$ cat src/rtl/alu_share_if.sv
// Requester, response and ALU-side signals of the shared-ALU controller.
// The slave modport is the controller's view; master is the environment's view.
interface alu_share_if #(
  parameter int DATA_WIDTH = 16,
  parameter int FUN_WIDTH  = 4
);
  logic                  req0_valid, req1_valid;
  logic [FUN_WIDTH-1:0]  req0_fun, req1_fun;
  logic [DATA_WIDTH-1:0] req0_a, req0_b, req1_a, req1_b;
  logic                  req0_ready, req1_ready;
  logic                  resp0_valid, resp1_valid;
  logic [DATA_WIDTH-1:0] resp_data;
  logic [DATA_WIDTH-1:0] alu_a, alu_b;
  logic [1:0]            alu_fun;
  logic                  arith_en, logic_en, cmp_en, shift_en;
  logic [DATA_WIDTH-1:0] alu_out;
  logic                  busy;

  modport slave (
    input  req0_valid, req1_valid, req0_fun, req1_fun,
           req0_a, req0_b, req1_a, req1_b, alu_out,
    output req0_ready, req1_ready, resp0_valid, resp1_valid, resp_data,
           alu_a, alu_b, alu_fun, arith_en, logic_en, cmp_en, shift_en, busy
  );

  modport master (
    output req0_valid, req1_valid, req0_fun, req1_fun,
           req0_a, req0_b, req1_a, req1_b, alu_out,
    input  req0_ready, req1_ready, resp0_valid, resp1_valid, resp_data,
           alu_a, alu_b, alu_fun, arith_en, logic_en, cmp_en, shift_en, busy
  );
endinterface

$ cat src/rtl/alu_share_ctrl.sv
// Arbitrates two requesters onto a set of registered ALU units, one operation
// in flight at a time: accept (IDLE) -> enable unit (EXEC) -> capture (CAPTURE).
module alu_share_ctrl #(
  parameter int DATA_WIDTH = 16,
  parameter int FUN_WIDTH  = 4
) (
  input  logic        clk,
  input  logic        async_rst,
  alu_share_if.slave  bus
);

  typedef enum logic [1:0] {IDLE, EXEC, CAPTURE} state_t;

  state_t                state, state_nxt;
  logic                  last_grant;
  logic                  owner;
  logic                  grant;
  logic                  handshake;
  logic [FUN_WIDTH-1:0]  fun_q;
  logic [DATA_WIDTH-1:0] op_a, op_b;
  logic [DATA_WIDTH-1:0] resp_q;
  logic                  resp0_q, resp1_q;

  // Tie goes to the requester that did not win last time.
  assign grant     = bus.req1_valid && (!bus.req0_valid || !last_grant);
  assign handshake = (state == IDLE) && (bus.req0_valid || bus.req1_valid);

  // NOTE: every output of this block gets a default first, so no path leaves
  // a signal unassigned and no latch is inferred.
  always_comb begin
    state_nxt      = state;
    bus.req0_ready = 1'b0;
    bus.req1_ready = 1'b0;
    bus.arith_en   = 1'b0;
    bus.logic_en   = 1'b0;
    bus.cmp_en     = 1'b0;
    bus.shift_en   = 1'b0;
    unique case (state)
      IDLE: begin
        if (handshake) begin
          bus.req0_ready = !grant;
          bus.req1_ready = grant;
          state_nxt      = EXEC;
        end
      end
      EXEC: begin
        unique case (fun_q[3:2])
          2'b00: bus.arith_en = 1'b1;
          2'b01: bus.logic_en = 1'b1;
          2'b10: bus.cmp_en   = 1'b1;
          2'b11: bus.shift_en = 1'b1;
        endcase
        state_nxt = CAPTURE;
      end
      CAPTURE: state_nxt = IDLE;
      default: state_nxt = IDLE;
    endcase
  end

  // NOTE: state registers use non-blocking assignments so every flop samples
  // the pre-edge values, independent of the order of statements.
  always_ff @(posedge clk or negedge async_rst) begin
    if (!async_rst) begin
      state      <= IDLE;
      last_grant <= 1'b1;
      owner      <= 1'b0;
      fun_q      <= '0;
      op_a       <= '0;
      op_b       <= '0;
      resp_q     <= '0;
      resp0_q    <= 1'b0;
      resp1_q    <= 1'b0;
    end else begin
      state <= state_nxt;
      if (handshake) begin
        last_grant <= grant;
        owner      <= grant;
        fun_q      <= grant ? bus.req1_fun : bus.req0_fun;
        op_a       <= grant ? bus.req1_a   : bus.req0_a;
        op_b       <= grant ? bus.req1_b   : bus.req0_b;
      end
      if (state == CAPTURE) resp_q <= bus.alu_out;
      resp0_q <= (state == CAPTURE) && !owner;
      resp1_q <= (state == CAPTURE) && owner;
    end
  end

  // Operands stay on the ALU buses between operations to avoid needless toggling.
  assign bus.alu_a       = op_a;
  assign bus.alu_b       = op_b;
  assign bus.alu_fun     = fun_q[1:0];
  assign bus.resp_data   = resp_q;
  assign bus.resp0_valid = resp0_q;
  assign bus.resp1_valid = resp1_q;
  assign bus.busy        = (state != IDLE);

endmodule

$ cat src/flat_wrapper.sv
// flat-port wrapper written by rule: the top's interface ports become plain ports
module alu_share_ctrl_flat 
#(
  parameter int DATA_WIDTH = 16,
  parameter int FUN_WIDTH  = 4
)
  (clk, async_rst, bus_req0_valid, bus_req1_valid, bus_req0_fun, bus_req1_fun, bus_req0_a, bus_req0_b, bus_req1_a, bus_req1_b, bus_alu_out, bus_req0_ready, bus_req1_ready, bus_resp0_valid, bus_resp1_valid, bus_resp_data, bus_alu_a, bus_alu_b, bus_alu_fun, bus_arith_en, bus_logic_en, bus_cmp_en, bus_shift_en, bus_busy);
  alu_share_if #(.DATA_WIDTH(DATA_WIDTH), .FUN_WIDTH(FUN_WIDTH)) bus_i ();
  input  logic clk;
  input  logic async_rst;
  input wire logic [$bits(bus_i.req0_valid)-1:0] bus_req0_valid;
  input wire logic [$bits(bus_i.req1_valid)-1:0] bus_req1_valid;
  input wire logic [$bits(bus_i.req0_fun)-1:0] bus_req0_fun;
  input wire logic [$bits(bus_i.req1_fun)-1:0] bus_req1_fun;
  input wire logic [$bits(bus_i.req0_a)-1:0] bus_req0_a;
  input wire logic [$bits(bus_i.req0_b)-1:0] bus_req0_b;
  input wire logic [$bits(bus_i.req1_a)-1:0] bus_req1_a;
  input wire logic [$bits(bus_i.req1_b)-1:0] bus_req1_b;
  input wire logic [$bits(bus_i.alu_out)-1:0] bus_alu_out;
  output wire logic [$bits(bus_i.req0_ready)-1:0] bus_req0_ready;
  output wire logic [$bits(bus_i.req1_ready)-1:0] bus_req1_ready;
  output wire logic [$bits(bus_i.resp0_valid)-1:0] bus_resp0_valid;
  output wire logic [$bits(bus_i.resp1_valid)-1:0] bus_resp1_valid;
  output wire logic [$bits(bus_i.resp_data)-1:0] bus_resp_data;
  output wire logic [$bits(bus_i.alu_a)-1:0] bus_alu_a;
  output wire logic [$bits(bus_i.alu_b)-1:0] bus_alu_b;
  output wire logic [$bits(bus_i.alu_fun)-1:0] bus_alu_fun;
  output wire logic [$bits(bus_i.arith_en)-1:0] bus_arith_en;
  output wire logic [$bits(bus_i.logic_en)-1:0] bus_logic_en;
  output wire logic [$bits(bus_i.cmp_en)-1:0] bus_cmp_en;
  output wire logic [$bits(bus_i.shift_en)-1:0] bus_shift_en;
  output wire logic [$bits(bus_i.busy)-1:0] bus_busy;
  assign bus_i.req0_valid = bus_req0_valid;
  assign bus_i.req1_valid = bus_req1_valid;
  assign bus_i.req0_fun = bus_req0_fun;
  assign bus_i.req1_fun = bus_req1_fun;
  assign bus_i.req0_a = bus_req0_a;
  assign bus_i.req0_b = bus_req0_b;
  assign bus_i.req1_a = bus_req1_a;
  assign bus_i.req1_b = bus_req1_b;
  assign bus_i.alu_out = bus_alu_out;
  assign bus_req0_ready = bus_i.req0_ready;
  assign bus_req1_ready = bus_i.req1_ready;
  assign bus_resp0_valid = bus_i.resp0_valid;
  assign bus_resp1_valid = bus_i.resp1_valid;
  assign bus_resp_data = bus_i.resp_data;
  assign bus_alu_a = bus_i.alu_a;
  assign bus_alu_b = bus_i.alu_b;
  assign bus_alu_fun = bus_i.alu_fun;
  assign bus_arith_en = bus_i.arith_en;
  assign bus_logic_en = bus_i.logic_en;
  assign bus_cmp_en = bus_i.cmp_en;
  assign bus_shift_en = bus_i.shift_en;
  assign bus_busy = bus_i.busy;
  alu_share_ctrl #(.DATA_WIDTH(DATA_WIDTH), .FUN_WIDTH(FUN_WIDTH)) u_core (.clk(clk), .async_rst(async_rst), .bus(bus_i));
endmodule
$ cat config.mk
export PLATFORM = sky130hd
export DESIGN_NAME = alu_share_ctrl_flat
export DESIGN_NICKNAME = d
export VERILOG_FILES = /design/src/rtl/alu_share_if.sv /design/src/rtl/alu_share_ctrl.sv /design/src/flat_wrapper.sv
export SDC_FILE = /design/constraint.sdc
export NUM_CORES = 1
export LEC_CHECK = 0
export ABC_AREA = 1
export CELL_PAD_IN_SITES_DETAIL_PLACEMENT = 0
export CELL_PAD_IN_SITES_GLOBAL_PLACEMENT = 1
export CORE_MARGIN = 4
export CORE_UTILIZATION = 27
export DETAILED_ROUTE_END_ITERATION = 10
export PLACE_DENSITY = 0.85
export SYNTH_ARGS = -nofsm -noshare
export SYNTH_HDL_FRONTEND = slang
export SYNTH_SLANG_ARGS = --single-unit
$ cat constraint.sdc
create_clock -name clk -period 1.7 [get_ports clk]
set_input_delay 0.17 -clock clk [delete_from_list [all_inputs] [get_ports clk]]
set_output_delay 0.17 -clock clk [all_outputs]
set_load 0.1 [all_outputs]
Word-level counts from Yosys, hierarchy flattened
Index checks and enable logic that the tools add are counted.
Storage, ports and cells
  register bits: 58
  bits in latches: 0
  bits in writable memories: 0
  ROM bits: 0
  input port bits: 92
  output and inout bits: 59
  logic and storage cells: 45
  memories: 0
Operators by class
  add/subtract/negate cells: 0
  multipliers: 0
  divide/modulo/power cells: 0
  order comparisons: 0
  eq/ne operators: 6
  shift operators: 0
  mux-type cells: 17
  bitwise gates (word level): 0
  reductions and logical operators: 13
Operators by type and width (count)
  $mux 16: 2
  $mux 1: 12
  $eq 2x2->1 const B: 3
  $eq 2x1->1 const B: 2
  $logic_and 1x1->1: 4
  $logic_not 1->1: 4
  $logic_not 2->1: 2
  $mux 4: 1
  $pmux 2 s2: 1
  $logic_or 1x1->1: 2
  $mux 2: 1
  $ne 2x1->1 const B: 1
  $reduce_bool 2->1: 1

Depth between registers and ports, before layout
Gate-level depths: netlist of the first run.
  depth after elaboration: 6
  mapped depth: 8
  gate-level depth less buffers: 6

Least setup slack after synthesis of the first run
OpenSTA, ideal clock, no wires.
  path type: flip-flop to output port
  start: register u_core.state[1]
  end: output bus_arith_en
  arrival time: 2.664 ns
  required time: 1.530 ns
  path slack: -1.134 ns
  cell stages (with the launch flop): 5
  path buffers: 1
  path through: dfrtp_1 -> buf_6 -> inv_1 -> nand2_1 -> nor3_1
Between the ends
  cells in the longest elaborated chain, start to end: 2
RTL lines
  start, declared: line alu_share_ctrl.sv:14  | state_t state, state_nxt;
  start signal, assigned: line alu_share_ctrl.sv:74  | state <= state_nxt;
  $eq 2x1->1: line alu_share_ctrl.sv:38  | unique case (state)
  $mux 1: line alu_share_ctrl.sv:38
  end, declared: line flat_wrapper.sv:28  | output wire logic [$bits(bus_i.arith_en)-1:0] bus_arith_en;
Every way passes these cells.

Worst setup path in the final report of the first run
Same ends and word-level chain as after synthesis.

==> impl_metrics.csv, run 1 <==
group,metric,value,unit
status,outcome,"finished, final reports clean",
clocking,cts_sinks,58,
worst_setup_path,endpoint,"bus_arith_en",
die,io_pins,151,
synthesis,synthesis.nets,466,
timing,fin_setup_tns,0,ps
global_routing,gr-total-overflow,0,
worst_setup_path,cp-start-kind,"flip-flop",
clocking,cts_tree,"done",
worst_setup_path,reg2reg_depth,4,
worst_hold_path,hold_path_depth,4,
die,die_w,110,um
detailed_routing,detail-route-antenna-nets,0,
finish,drive_above_1_share,0.213,
timing,max_freq,616,MHz
worst_setup_path,end_kind,"output pin",
global_routing,antenna_found_initial,0,
detailed_routing,dr.max_layer_used,"met4",
global_routing,grt_max_degree,39,
clocking,cts_buffers,9,
timing,setup_ws,76.5,ps
detailed_routing,drtIter0Drc,154,
global_routing,grt_pass1_vias,2862,
synthesis,syn_area_per_cell,7.52,um^2
die,row_count,36,
die,die_y,110,um
worst_setup_path,crit_type,"flip-flop to output pin",
timing,slew_viol_final,0,
die,core,0.00995,mm^2
detailed_routing,wl_per_cell,13.5,um
die,initial_core_util,0.282,
synthesis,yosysSeqAreaShare,0.517,
timing,fin_crit_sh,0.955,
finish,area_growth,69.2,%
worst_setup_path,reg2reg_slack,310,ps
worst_setup_path,critPathMaxFanout,5,
clocking,clkSlewWorstSetupHoldPaths,70,ps
timing,finalSetupViolations,0,
die,dieArea,0.0121,mm^2
synthesis,syn_area,0.00281,mm^2
synthesis,ys.warnings.count,0,
detailed_routing,first_pass_iters,4,
placed_design,hpwl,6530,um
placed_design,portBuffers,150,
finish,diodes,0,
job,maxCapViolCount,0,
detailed_routing,post-route-drc-count,0,
timing,max_slew_margin,0.625,
detailed_routing,via_per_inst,4.38,
synthesis,synth_cell_types,17,
timing,clock_skew,6.83,ps
synthesis,syn_inst,374,
synthesis,synth-seq-cells,58,
detailed_routing,wl_met2,4470,um
clocking,htreeDepth,3,
timing,rsz0062_at_grt,"true",
placed_design,gp_congestion,0.736,
worst_hold_path,holdCritPathClass,"input port to flip-flop",
detailed_routing,wl_met3,726,um
placed_design,dp_worst_setup_slack,-112,ps
timing,worst_pin_slew,561,ps
global_routing,grtUsageTotal,0.146,
worst_setup_path,critPathRequiredTime,1530,ps
detailed_routing,num_vias,2928,
detailed_routing,wl_met1,3770,um
worst_setup_path,crit_start,"u_core.state[1]$_DFFE_PN0P_",
timing,hold_viol,0,
finish,nNetsFinal,622,
clocking,cts_buffer_depth,2,
detailed_routing,routed_wl,9030,um
timing,period_needed,1620,ps
worst_setup_path,r2r-start,"u_core.state[0]$_DFFE_PN0P_",
clocking,clock_latency,330,ps
worst_setup_path,worst-endpoint-arrival,1450,ps
global_routing,grt_first_pass_wirelength,13800,um
clocking,root_buffer,"clkbuf_8",
worst_setup_path,reg2reg_to,"u_core.owner$_DFFE_PN0N_",
-- flip-flops by register name (all words and copies together), names as in the netlist --
register                flops
u_core.bus.alu_a           16
u_core.bus.alu_b           16
u_core.bus.resp0_valid      1
u_core.bus.resp1_valid      1
u_core.bus.resp_data       16
u_core.fun_q                4
u_core.last_grant           1
u_core.owner                1
u_core.state                2
-- synthesized netlist by cell type --
library cell	count	share of area
nor2_4	2	0.0080
inv_2	2	0.0027
dfstp_2	1	0.0093
buf_2	9	0.016
nand3_1	52	0.093
o21ai_0	1	0.0018
nand2_2	2	0.0044
o21ai_2	1	0.0031
nor2_1	4	0.0053
buf_6	4	0.016
clkbuf_1	3	0.0040
inv_1	6	0.0080
nand2_1	216	0.29
a21oi_1	1	0.0018
nor3_1	4	0.0071
dfrtp_1	57	0.51
buf_4	9	0.024
-- how the worst min path moves through the flow --
stage / slack [ps] / end / start
final: 210 / u_core.fun_q[3]$_DFFE_PN0N_ / bus_req1_valid
after global routing: 210 / u_core.fun_q[3]$_DFFE_PN0N_ / bus_req1_valid
after CTS: 230 / u_core.bus.alu_a[11]$_DFFE_PN0N_ / bus_req1_valid
after detailed placement: 170 / u_core.bus.resp_data[4]$_DFFE_PN0N_ / async_rst
after global placement: 170 / u_core.bus.resp_data[7]$_DFFE_PN0N_ / async_rst
after floorplan: -130 / u_core.bus.alu_a[0]$_DFFE_PN0N_ / async_rst
-- stage by stage --
step,instances,hold slack [ps],utilization,cell area (um^2)
floorplan,374,-126,-,2850
global placement,645,175,0.449,4470
detailed placement,645,170,0.449,4470
CTS,664,232,0.474,4710
global route,668,210,0.478,4760
finish,668,207,0.478,4760
-- kinds of logic after synthesis --
| group | Yosys count | share of synthesized area |
|---|---|---|
| compound gates | 3 | 0.00667 |
| buf+inv | 33 | 0.0708 |
| simple gates | 280 | 0.406 |
| flops | 58 | 0.517 |
-- worst max-delay path, cell delays in order, from the launching register on --
cell and delay, ps:
dfrtp_1 410, buf_6 130, inv_1 80, nand2_4 100
nor3_4 210, buf_12 200
-- placed cells by master, fill, tap and decap left out --
master,Yosys,layout
dlygate4sd3_1,0,1
inv_2,2,2
clkinvlp_4,0,3
clkinv_2,0,2
inv_1,6,6
o21ai_4,0,1
clkdlybuf4s50_1,0,89
dfrtp_1,57,55
inv_6,0,1
dfstp_2,1,1
nor2_4,2,4
nand2_4,0,2
o21ai_0,1,1
buf_2,9,2
nand2_2,2,2
dfrtp_2,0,2
nand3_1,52,52
nor3_4,0,4
buf_6,4,1
a21oi_4,0,1
clkbuf_8,0,10
nor2_1,4,3
buf_4,9,62
nand2_1,216,214
buf_12,0,14
-- metal layers --
layer,up-vias,global-route usage
met5,-,0
met4,0,0.0347
met3,6,0.0559
met2,92,0.250
met1,1360,0.172
li1,1470,-
-- cell type report --
| type | count | area (um^2) |
|---|---|---|
| tap | 133 | 166 |
| clock inverter | 6 | 41.3 |
| sequential | 58 | 1460 |
| inverter | 8 | 30.0 |
| multi-input combinational | 284 | 1260 |
| clock buffer | 10 | 138 |
| timing repair buffer | 169 | 1670 |
| fill | 981 | 5200 |
-- timing repair --
| item | CTS | global route |
|---|---|---|
| buffers inserted | 2 | 3 |
| setup endpoints to repair | 5 | 39 |
| pin swaps | 1 | 4 |
| cloned | 0 | 1 |
| gates resized for setup | 9 | 3 |
| hold endpoints to repair | 57 | 0 |
| hold buffers | 1 | 0 |
Power of run 1 is left out: the tool's default activity adds up to more than one toggle a clock period on the data nets, which glitch-free logic cannot reach.
==> run 2: changes to the inputs <==
--- a/config.mk
+++ b/config.mk
@@ -15,3 +15,4 @@
 export SYNTH_ARGS = -nofsm -noshare
 export SYNTH_HDL_FRONTEND = slang
 export SYNTH_SLANG_ARGS = --single-unit
+export TNS_END_PERCENT = 30
==> impl_metrics.csv, run 2 (synthesis results as in run 1) <==
group,metric,value,unit
timing,worst_pin_slew,555,ps
worst_setup_path,reg2reg_depth,7,
global_routing,grt_pass1_vias,2863,
clocking,cts_sinks,58,
clocking,cts_tree,"done",
clocking,cts_buffers,9,
finish,nNetsFinal,617,
timing,holdWs,287,ps
die,dieArea,0.0121,mm^2
timing,fin_crit_sh,0.970,
job,maxCapViolCount,0,
global_routing,gr-total-overflow,0,
worst_setup_path,critPathRequiredTime,1530,ps
worst_hold_path,hold_path_end,"u_core.bus.alu_a[14]$_DFFE_PN0N_",
clocking,cts_buffer_depth,2,
worst_hold_path,hold_start,"bus_req1_valid",
finish,fill_cells,982,
timing,period_needed,1650,ps
worst_setup_path,end_kind,"output pin",
global_routing,grt_max_degree,59,
timing,finalSetupViolations,0,
detailed_routing,first_pass_iters,4,
global_routing,grt_first_pass_wirelength,14200,um
timing,rsz0062_at_grt,"true",
finish,drive_above_1_share,0.204,
worst_hold_path,holdCritPathClass,"input port to flip-flop",
timing,max_freq,606,MHz
die,row_count,36,
die,initial_core_util,0.282,
finish,final_common_cell,"nand2_1",
worst_setup_path,r2r-start,"u_core.last_grant$_DFFE_PN1N_",
placed_design,gp_congestion,0.773,
detailed_routing,wl_per_cell,13.9,um
worst_setup_path,worst-endpoint-arrival,1480,ps
placed_design,portBuffers,150,
worst_hold_path,hold_path_depth,4,
detailed_routing,via_per_inst,4.31,
die,core,0.00995,mm^2
clocking,htreeDepth,3,
finish,area_growth,70.2,%
detailed_routing,drtIter0Drc,117,
clocking,root_buffer,"clkbuf_8",
detailed_routing,detail-route-antenna-nets,0,
global_routing,antenna_found_initial,0,
worst_setup_path,cp-start-kind,"flip-flop",
detailed_routing,routed_wl,9240,um
die,io_pins,151,
detailed_routing,num_vias,2858,
worst_setup_path,critPathMaxFanout,19,
status,outcome,"finished, final reports clean",
worst_setup_path,reg2reg_to,"u_core.fun_q[3]$_DFFE_PN0N_",
timing,slew_viol_final,0,
finish,final_cell_mix,"214 x nand2_1, 89 x clkdlybuf4s50_1, 59 x buf_4, 56 x dfrtp_1, 52 x nand3_1",
placed_design,hpwl,6250,um
detailed_routing,post-route-drc-count,0,
clocking,clkSlewWorstSetupHoldPaths,70,ps
die,die_w,110,um
worst_setup_path,reg2reg_slack,350,ps
global_routing,grtUsageTotal,0.153,
timing,clock_skew,3.34,ps
worst_setup_path,crit_type,"flip-flop to output pin",
die,die_y,110,um
timing,hold_viol,0,
finish,diodes,0,
timing,max_slew_margin,0.629,
clocking,clock_latency,330,ps
## run 2: changes by cell type in the layout (fill, tap and decap cells not counted), moves of 2 or more
cell        before  now
buf_12          14   11
buf_4           62   59
bufinv_16        0    4
clkinvlp_4       3    1
## run 2: per-stage QoR
step           instances  setup TNS, ps  area (um^2)   util  setup slack, ps
6_report             663              0         4780  0.481             51.0
4_1_cts              662              0         4770  0.479             4.93
3_5_place_dp         643          -1590         4410  0.443            -87.0
5_1_grt              663          -26.0         4780  0.481            -20.8
3_3_place_gp         643           -767         4410  0.443            -69.4
2_1_floorplan        374          -2250         2840      -             -321
## run 2: worst max path at each step
stage / end / slack [ps] / cells after the start / start
final: bus_req0_ready / 50 / 4 / u_core.last_grant$_DFFE_PN1N_
after global routing: bus_cmp_en / -20 / 5 / u_core.state[1]$_DFFE_PN0P_
after CTS: bus_req0_ready / 5 / 4 / u_core.last_grant$_DFFE_PN1N_
after detailed placement: u_core.owner$_DFFE_PN0N_ / -90 / 4 / bus_req0_valid
after global placement: u_core.owner$_DFFE_PN0N_ / -70 / 4 / bus_req0_valid
after floorplan: bus_arith_en / -320 / 4 / u_core.state[1]$_DFFE_PN0P_
## run 2: critical path, stage by stage (launching register included)
cell and delay (ps):
dfstp_2 560, nand2_4 80, buf_12 170, a21oi_4 140, buf_12 190
## run 2: layout make-up
cell class	count	area, um^2	share of cell area
Inverter	8	30.0	0.00628
Sequential cell	58	1450	0.304
Clock inverter	7	141	0.0296
Clock buffer	9	124	0.0259
Timing Repair Buffer	164	1620	0.338
Tap cell	133	166	0.0348
Multi-Input combinational cell	284	1250	0.262
## run 2: per-layer routing
layer	part of all wire	vias up	routed length, um	track usage
met2	0.49	96	4560	0.263
li1	-	1464	-	-
met1	0.41	1288	3820	0.180
met5	0	-	0	0
met3	0.083	10	770	0.0501
met4	0.010	0	93	0.0454
## run 2: what timing repair did
| item | CTS | global route |
|---|---|---|
| resized for setup | 9 | 3 |
| setup endpoints to repair | 5 | 41 |
| pin swaps | 1 | 4 |
| buffers inserted | 1 | 0 |
| endpoints found under the hold margin | 57 | 0 |
| gates cloned | 1 | 1 |
| hold buffers | 1 | 0 |
Power of run 2 is left out for the same reason.
